File: src/rtl/mem_access_unit.sv
// Memory-stage access unit: drives the data-memory req/gnt/rvalid bus for one
// load or store at a time, aligning store lanes and extending load data.
module mem_access_unit (
  input  logic        clk,
  input  logic        rst,
  input  logic [31:0] m_addr,
  input  logic [31:0] m_wdata,
  input  logic [3:0]  m_w_en,
  input  logic        m_load,
  input  logic [2:0]  m_func3,
  output logic        dm_req,
  output logic        dm_we,
  output logic [31:0] dm_addr,
  output logic [3:0]  dm_wstrb,
  output logic [31:0] dm_wdata,
  input  logic        dm_gnt,
  input  logic        dm_rvalid,
  input  logic [31:0] dm_rdata,
  output logic        mem_stall,
  output logic [31:0] ld_data,
  output logic        ld_valid,
  output logic        misalign
);

  typedef enum logic [1:0] {IDLE, REQ, WAIT, DONE} state_t;

  state_t      state_q;
  logic        dmReq_q;
  logic        dmWe_q;
  logic [31:0] dmAddr_q;
  logic [3:0]  dmWstrb_q;
  logic [31:0] dmWdata_q;
  logic [31:0] ldData_q;
  logic        ldValid_q;
  logic [1:0]  offset_q;
  logic [2:0]  func3_q;
  logic        isLoad_q;

  logic        isStore;
  logic        isLoad;
  logic        opPresent;
  logic        opMisaligned;
  logic        opGo;
  logic [31:0] rdataShifted;
  logic [31:0] ldData_d;

  // A store mask takes priority over the load flag when both are set.
  always_comb begin
    isStore      = (m_w_en != 4'b0000);
    isLoad       = !isStore && m_load;
    opPresent    = isStore || isLoad;
    opMisaligned = opPresent &&
                   (((m_func3[1:0] == 2'b01) && m_addr[0]) ||
                    ((m_func3[1:0] == 2'b10) && (m_addr[1:0] != 2'b00)));
    opGo         = (state_q == IDLE) && opPresent && !opMisaligned;
    misalign     = (state_q == IDLE) && opMisaligned;
    mem_stall    = opGo || (state_q == REQ) || (state_q == WAIT);
  end

  always_comb begin
    rdataShifted = dm_rdata >> {offset_q, 3'b000};
    ldData_d     = rdataShifted;
    case (func3_q)
      3'b000:  ldData_d = {{24{rdataShifted[7]}}, rdataShifted[7:0]};
      3'b001:  ldData_d = {{16{rdataShifted[15]}}, rdataShifted[15:0]};
      3'b100:  ldData_d = {24'h000000, rdataShifted[7:0]};
      3'b101:  ldData_d = {16'h0000, rdataShifted[15:0]};
      default: ldData_d = rdataShifted;
    endcase
  end

  // Bus outputs are captured once in IDLE and held until the next op starts.
  always_ff @(posedge clk or negedge rst) begin
    if (!rst) begin
      state_q   <= IDLE;
      dmReq_q   <= 1'b0;
      dmWe_q    <= 1'b0;
      dmAddr_q  <= 32'h0;
      dmWstrb_q <= 4'h0;
      dmWdata_q <= 32'h0;
      ldData_q  <= 32'h0;
      ldValid_q <= 1'b0;
      offset_q  <= 2'b00;
      func3_q   <= 3'b000;
      isLoad_q  <= 1'b0;
    end else begin
      ldValid_q <= 1'b0;
      case (state_q)
        IDLE: begin
          if (opGo) begin
            state_q   <= REQ;
            dmReq_q   <= 1'b1;
            dmWe_q    <= isStore;
            dmAddr_q  <= {m_addr[31:2], 2'b00};
            dmWstrb_q <= m_w_en << m_addr[1:0];
            dmWdata_q <= m_wdata << {m_addr[1:0], 3'b000};
            offset_q  <= m_addr[1:0];
            func3_q   <= m_func3;
            isLoad_q  <= isLoad;
          end
        end
        REQ: begin
          if (dm_gnt) begin
            dmReq_q <= 1'b0;
            state_q <= isLoad_q ? WAIT : DONE;
          end
        end
        WAIT: begin
          if (dm_rvalid) begin
            ldData_q  <= ldData_d;
            ldValid_q <= 1'b1;
            state_q   <= DONE;
          end
        end
        DONE: begin
          state_q <= IDLE;
        end
        default: begin
          state_q <= IDLE;
        end
      endcase
    end
  end

  assign dm_req   = dmReq_q;
  assign dm_we    = dmWe_q;
  assign dm_addr  = dmAddr_q;
  assign dm_wstrb = dmWstrb_q;
  assign dm_wdata = dmWdata_q;
  assign ld_data  = ldData_q;
  assign ld_valid = ldValid_q;

endmodule

File: config.mk
export PLATFORM = sky130hd
export DESIGN_NAME = mem_access_unit
export DESIGN_NICKNAME = d
export VERILOG_FILES = /design/src/rtl/mem_access_unit.sv
export SDC_FILE = /design/constraint.sdc
export NUM_CORES = 1
export LEC_CHECK = 0
export ABC_AREA = 1
export ABC_CLOCK_PERIOD_IN_PS = 1970
export BUFFER_PORTS_ARGS = -buffer_cell sky130_fd_sc_hd__buf_2
export CAP_MARGIN = 20
export CORE_AREA = 4 4 120 168
export CTS_BUF_LIST = sky130_fd_sc_hd__clkbuf_2 sky130_fd_sc_hd__clkbuf_4 sky130_fd_sc_hd__clkbuf_8
export DETAILED_ROUTE_END_ITERATION = 8
export DIE_AREA = 0 0 124 172
export GPL_TIMING_DRIVEN = 0
export PLACE_DENSITY = 0.57
export SLEW_MARGIN = 40
export SYNTH_ARGS = -nofsm -noshare
export SYNTH_HDL_FRONTEND = slang
export SYNTH_SLANG_ARGS = --single-unit
File: constraint.sdc
create_clock -name clk -period 1.97 [get_ports clk]
set_clock_uncertainty 0.1 [all_clocks]
set_input_delay 0.197 -clock clk [delete_from_list [all_inputs] [get_ports clk]]
set_output_delay 0.197 -clock clk [all_outputs]
set_load 0.005 [all_outputs]
==> results of run 1 <==
[per-layer routing]
layer / part of all wire (%) / up-vias
met3: 7.2 / 37
met4: 2.6 / 2
met1: 39 / 2629
li1: - / 2840
met2: 51 / 254
met5: 0.067 / -
[metrics by stage]
stage          cells  total power, µW
6_report        1248            10400
3_3_place_gp    1187             8720
4_1_cts         1248            10500
5_1_grt         1248            11400
3_5_place_dp    1188             8800
2_1_floorplan    734             6610
[repair_timing]
item	CTS	global route
gates resized for setup	12	9
gates cloned	0	0
endpoints found under the hold margin	100	0
setup endpoints to repair	31	29
pin swaps	3	2
hold buffers	40	0
setup buffers	5	1
[area by class of cell]
type                            instances  area, µm²
Clock buffer                            9        124
Sequential cell                       109       2730
Fill cell                            1949      10900
Buffer                                 41        224
Inverter                               50        193
Multi-Input combinational cell        532       2380
Clock inverter                          7        101
Timing Repair Buffer                  256       1540
Tap cell                              244        305
[final timing paths]
kind | cells past startpoint | from | slack (ns) | end
worst max-delay path | 8 | state_q[0]$_DFFE_PN0P_ | 0.14 | ld_data[5]$_DFFE_PN0P_
worst min-delay path | 3 | m_wdata[5] | 0.02 | dm_wdata[5]$_DFFE_PN0P_
worst max register to register | 8 | state_q[0]$_DFFE_PN0P_ | 0.14 | ld_data[5]$_DFFE_PN0P_
worst min register to register | 2 | dm_wdata[29]$_DFFE_PN0P_ | 0.38 | dm_wdata[29]$_DFFE_PN0P_
max in group asynchronous | 3 | rst | 0.93 | dm_wdata[17]$_DFFE_PN0P_
min in group asynchronous | 2 | rst | 0.19 | ld_data[5]$_DFFE_PN0P_
[synth_stat cells]
master      n
o31ai_1     9
dfrtp_1   109
buf_6       4
nor2_4      1
inv_1      45
nand2_2     3
mux2i_1     2
a21oi_1    11
nand2_1   320
conb_1      1
o22ai_1     1
nand3_2     1
o21bai_1    8
buf_4       5
o211ai_1    7
nand3_1    41
o21a_1      2
clkinv_1    1
or2_2       8
nor2_1     42
o21ai_0    59
inv_2       4
nand3b_1    1
o21ai_1     9
buf_2      23
nor3_1      1
clkbuf_1   11
ha_1        4
[logic make-up after synthesis]
logic type	Yosys count	synth area share (%)
AOI/OAI and AO/OA	106	10.9
adders and majority gates	4	0.911
buffers and inverters	93	7.77
DFF	109	49.7
muxes	2	0.365
other	1	0.0683
and+or+nand+nor	418	30.3
[sequential cells by signal (all words and copies together), names as in the netlist, 2 cells and up]
| name | count |
|---|---|
| dm_wstrb | 4 |
| dm_addr | 30 |
| func3_q | 3 |
| state_q | 2 |
| ld_data | 32 |
| dm_wdata | 32 |
| offset_q | 2 |
[worst register-to-register path: stages (launching register included)]
cell	delay (ns)
dfrtp_1	0.41
inv_2	0.11
ha_2	0.21
nand2_4	0.11
inv_1	0.11
buf_2	0.24
clkbuf_4	0.26
o211ai_1	0.14
nand2_1	0.10
[where the power goes]
group | switching, µW | internal (µW)
sequential | 543 | 3280
combinational | 2980 | 2090
clock | 989 | 541
==> summary.txt, run 1 <==
Power and ir drop
  – Leakage: 0.00416 µW
  – Worst IR drop on VDD: 0.000472 V
  – Total power divided by cell area: 1370 mW/mm²

Synth
  – Warnings, synthesis: 0
  – Area share of the largest cell type after synthesis: 49.7%
  – Number of distinct library cells after synthesis: 28
  – Fraction of the yosys area taken by sequential cells: 49.7%
  – Dominant cells by area after synthesis: dfrtp_1, nand2_1, o21ai_0, nand3_1, inv_1
  – Post-Syn Area per Cell: 7.49 µm²
  – Cell area after synthesis: 0.00549 mm²
  – Cell count after synthesis: 733
  – Post-synthesis register bit count: 109
  – Cell type contributing the most total cell area after synthesis: dfrtp_1

Critical path
  – Sort of element at the end of the critical path: flop
  – Kind of cell adding the most delay to the critical path: buffers and inverters
  – Critical-path cell list: inv_2, ha_2, nand2_4, inv_1, buf_2, clkbuf_4, o211ai_1, nand2_1
  – Path type of the worst setup path: reg -> reg
  – Critical Path RT: 2.21 ns
  – Critical-path top delay cell: dfrtp_1
  – Startpoint kind of the worst setup timing path: flop
  – Count of buffer and inverter cells on the critical path: 4
  – Slowest cell delay on critical path: 0.41 ns
  – Arrival time reported for the critical path endpoint: 2.07 ns
  – Crit path max fanout: 10

Cells and area
  – Area growth syn-to-layout: 38.1%
  – Final nets: 1111
  – Diode count: 0
  – Most used cells in the layout excluding fill and tap cells: nand2_1, buf_2, dfrtp_1
  – Share of post-route cells with drive strength above 1: 28.5%
  – Most common cell after layout, fill and taps aside: nand2_1
  – Area of all placed cells without fillers: 0.00759 mm²
  – Fin util: 40.9%

Route
  – Final routed wire length divided by cell count: 15.6 µm
  – Vias post-DR: 5762
  – Total Wirelength: 19.5 mm
  – DRC Markers: 0
  – DRT antenna net count: 0
  – Number of DRC markers in iteration 0: 309
  – Via count normalized by instance count: 4.62
  – Pre-antenna DRT Iters: 7

GRT
  – GRT Util Overall: 18.2%
  – Layer with the highest usage: met2
  – GR met2 Demand/Resource: 32.4%
  – Wire length of the first global-routing pass: 30.1 mm
  – Met3 GRT Util: 3.57%
  – Pin count of the biggest net entering global routing: 57
  – Global Route met1 Usage: 21.7%
  – Antenna violations before repair: 1
  – Vias in the first global route: 5761
  – Global-route congestion overflow total: 0

STA
  – Final hold violations: 0
  – Min Tclk post-route: 1.83 ns
  – Final setup viols: 0
  – Unrepaired setup endpoints after global routing: yes
  – Period utilisation layout: 93.0%
  – Setup TNS Final: 0 ns
  – Final-layout worst hold slack: 0.0236 ns
  – Final count of pins violating max slew: 0
  – Actual transition at the worst max-transition pin: 0.572 ns
  – Highest clock rate: 546 MHz
  – Slew Limit Headroom: 61.8%
  – Setup slack of the critical path after layout: 0.139 ns

Clocking
  – CTS Buf Count: 9
  – Maximum count of clock buffers along a single path: 2
  – Root Buffer: clkbuf_8
  – Worst-path clk slew: 0.13 ns
  – TritonCTS clock tree: done
  – CTS H-Tree Depth: 3
  – Sink count of the clock tree: 109
  – Clock insertion delay at the later pin of the skew report: 0.39 ns

Die
  – DIE WIDTH: 124 µm
  – Initial standard-cell utilization of the core: 29.6%
  – Die Area: 0.0213 mm²
  – Core box area: 0.0185 mm²
  – Number of placed I/O pins: 213
  – Total number of placement rows: 59
  – Die Y-Extent: 172 µm

Placement
  – Last weighted congestion value of the routability-driven placer: 0.885
  – Instance area at placement: 0.00688 mm²
  – Total half-perimeter wirelength after legalization and detailed placement: 14.9 mm
  – I/O Buffers: 209
  – Setup WS pre-CTS: -0.253 ns

Flow run
  – Reported max-cap violation count: 0

Status
  – Result of the run: finished clean

Hold path
  – Type of the worst min-delay path: in -> reg
No activity file was read; power rests on OpenSTA's default activity.
==> inputs of run 2 (changes only) <==
--- a/config.mk
+++ b/config.mk
@@ -11,10 +11,12 @@
 export CAP_MARGIN = 20
 export CORE_AREA = 4 4 120 168
 export CTS_BUF_LIST = sky130_fd_sc_hd__clkbuf_2 sky130_fd_sc_hd__clkbuf_4 sky130_fd_sc_hd__clkbuf_8
+export CTS_CLUSTER_SIZE = 30
 export DETAILED_ROUTE_END_ITERATION = 8
 export DIE_AREA = 0 0 124 172
 export GPL_TIMING_DRIVEN = 0
 export PLACE_DENSITY = 0.57
+export RECOVER_POWER = 50
 export SLEW_MARGIN = 40
 export SYNTH_ARGS = -nofsm -noshare
 export SYNTH_HDL_FRONTEND = slang
==> summary.txt, run 2 (synthesis gave the netlist of run 1 again) <==
Status
  – Result of the run: finished clean

Die
  – Die Y-Extent: 172 µm (unchanged)
  – DIE WIDTH: 124 µm (unchanged)
  – Die Area: 0.0213 mm² (unchanged)
  – Total number of placement rows: 59 (unchanged)
  – Core box area: 0.0185 mm² (unchanged)
  – Initial standard-cell utilization of the core: 29.6% (unchanged)
  – Number of placed I/O pins: 213 (unchanged)

Critical path
  – Startpoint of the most critical register-to-register path: state_q[0]$_DFFE_PN0P_
  – Path type of the worst setup path: reg -> reg
  – Sort of element at the end of the critical path: flop
  – Critical-path top delay cell: dfrtp_1
  – Crit path max fanout: 10 (unchanged)
  – Slowest cell delay on critical path: 0.41 ns (about the same)
  – End of the worst register-to-register path: ld_data[5]$_DFFE_PN0P_
  – Flop-to-flop setup slack: 0.14 ns (about the same)
  – Arrival time reported for the critical path endpoint: 2.07 ns (about the same)
  – Critical-path cell list: inv_2, ha_2, nand2_4, inv_1, buf_2, clkbuf_4, o211ai_1, nand2_1
  – Startpoint kind of the worst setup timing path: flop
  – Number of cells on the worst reg-to-reg path: 8 (unchanged)
  – Count of buffer and inverter cells on the critical path: 4 (unchanged)
  – Critical Path RT: 2.21 ns (about the same)
  – Critical Path Start: state_q[0]$_DFFE_PN0P_
  – Kind of cell adding the most delay to the critical path: buffers and inverters

Route
  – Vias post-DR: 5752 (-0.17%)
  – Number of DRC markers in iteration 0: 297 (-3.9%)
  – Pre-antenna DRT Iters: 5 (-2)
  – Final routed wire length divided by cell count: 15.6 µm (about the same)
  – DRT antenna net count: 0 (unchanged)
  – DRC Markers: 0 (unchanged)
  – Total Wirelength: 19.5 mm (about the same)
  – Via count normalized by instance count: 4.61 (-0.17%)

Placement
  – Placed Instances: 1188 (unchanged)
  – Instance area at placement: 0.00688 mm² (unchanged)
  – Total half-perimeter wirelength after legalization and detailed placement: 14.9 mm (unchanged)
  – I/O Buffers: 209 (unchanged)
  – Setup WS pre-CTS: -0.253 ns (unchanged)
  – Last weighted congestion value of the routability-driven placer: 0.885 (unchanged)

GRT
  – Global-route congestion overflow total: 0 (unchanged)
  – Vias in the first global route: 5761 (unchanged)
  – Pin count of the biggest net entering global routing: 57 (unchanged)
  – Wire length of the first global-routing pass: 30.1 mm (unchanged)
  – Antenna violations before repair: 1 (unchanged)
  – GRT Util Overall: 18.2% (unchanged)

Cells and area
  – Final nets: 1111 (unchanged)
  – Final instance count without filler cells: 1248 (unchanged)
  – Most used cells in the layout excluding fill and tap cells: nand2_1, buf_2, dfrtp_1
  – Most common cell after layout, fill and taps aside: nand2_1
  – Area of all placed cells without fillers: 0.00754 mm² (-0.64%)
  – Diode count: 0 (unchanged)
  – Area growth syn-to-layout: 37.3%
  – Fill cells: 1967 (+0.92%)
  – Share of post-route cells with drive strength above 1: 25.4% (-3.1 points)

Clocking
  – Worst-path clk slew: 0.13 ns (about the same)
  – CTS Buf Count: 9 (unchanged)
  – CTS H-Tree Depth: 3 (unchanged)
  – Root Buffer: clkbuf_8
  – Maximum count of clock buffers along a single path: 2 (unchanged)
  – Sink count of the clock tree: 109 (unchanged)
  – TritonCTS clock tree: done
  – Clock insertion delay at the later pin of the skew report: 0.39 ns (about the same)

Hold path
  – Hold path startpoint: m_wdata[5]
  – Type of the worst min-delay path: in -> reg
  – Hold Path Stages: 3 (unchanged)
  – Min-Delay Endpoint: dm_wdata[5]$_DFFE_PN0P_

Power and ir drop
  – Worst IR drop on VDD: 0.000466 V (-1.3%)
  – Total power divided by cell area: 1380 mW/mm² (about the same)
  – Leakage: 0.00406 µW (-2.4%)

STA
  – Slew Limit Headroom: 0.976% (-61 points)
  – Unrepaired setup endpoints after global routing: yes
  – Final count of pins violating max slew: 0 (unchanged)
  – Highest clock rate: 546 MHz (about the same)
  – Final setup viols: 0 (unchanged)
  – Min Tclk post-route: 1.83 ns (-0.000459 ns)
  – Actual transition at the worst max-transition pin: 1.49 ns (+0.914 ns)
  – Final hold violations: 0 (unchanged)
  – Setup slack of the critical path after layout: 0.139 ns (+0.000459 ns)
  – Period utilisation layout: 92.9% (about the same)

Flow run
  – Reported max-cap violation count: 0 (unchanged)
==> run 2: cell types whose count changed in the layout (fill, tap and decap cells not counted) <==
cell and delta:
buf_8 -1, clkbuf_2 +1, buf_2 -31, clkbuf_1 +31
==> run 2: metrics by stage <==
| stage | power, µW | hold slack (ns) | utilization [%] | setup TNS (ns) |
|---|---|---|---|---|
| 5_1_grt | 11400 | 0.0210 | 40.7 | -0.0441 |
| 4_1_cts | 10500 | 0.0000958 | 40.9 | 0 |
| 3_5_place_dp | 8800 | 0.0412 | 37.2 | -4.49 |
| 3_3_place_gp | 8720 | 0.300 | 37.0 | -100.23 |
| 6_report | 10400 | 0.0262 | 40.7 | 0 |
| 2_1_floorplan | 6610 | -0.199 | - | 0 |
==> run 2: worst reg2reg max path, cell delays in order (launching register included) <==
cell and delay, ns:
dfrtp_1 0.41, inv_2 0.11, ha_2 0.21, nand2_4 0.11, inv_1 0.11, buf_2 0.24
clkbuf_4 0.26, o211ai_1 0.14, nand2_1 0.10
==> run 2: layout make-up <==
cell class | count | area (µm²) | share of cell area (%)
timing repair buffer | 256 | 1490 | 19.7
buffer | 41 | 224 | 2.97
sequential | 109 | 2730 | 36.2
multi-input combinational | 532 | 2380 | 31.5
clock inverter | 7 | 101 | 1.34
clock buffer | 9 | 124 | 1.64
tap | 244 | 305 | 4.05
inverter | 50 | 193 | 2.56
==> run 2: timing repair <==
action                                  4_1_cts  5_1_grt
hold endpoints to repair                    100        0
cloned                                        0        0
setup buffers                                 5        1
hold buffers                                 40        0
endpoints found under the setup margin       31       29
resized for setup                            12        9
pin swaps                                     3        2
==> run 2: metal layers <==
layer / part of all wire (%) / vias to the layer above / track usage (%) / routed length [µm]
li1: - / 2838 / - / -
met1: 40 / 2640 / 21.7 / 7780
met2: 51 / 237 / 32.4 / 9930
met3: 6.7 / 35 / 3.57 / 1310
met4: 2.5 / 2 / 6.43 / 493
met5: 0.067 / - / 0 / 13
==> run 2: where the power goes <==
part	leakage [µW]	switching (µW)	internal (µW)	total, µW
Sequential	0.00134	554	3280	3840
Clock	0.000111	992	541	1530
Combinational	0.00261	2990	2010	4990
==> run 2: worst max path at each step <==
stage	depth (start not counted)	slack, ns	endpoint
6_report	8	0.14	ld_data[5]$_DFFE_PN0P_
3_3_place_gp	1	-0.89	dm_addr[13]$_DFFE_PN0P_
3_5_place_dp	9	-0.25	ld_data[28]$_DFFE_PN0P_
5_1_grt	9	-0.02	ld_data[30]$_DFFE_PN0P_
4_1_cts	8	0.002	mem_stall
2_1_floorplan	9	0.25	ld_data[24]$_DFFE_PN0P_
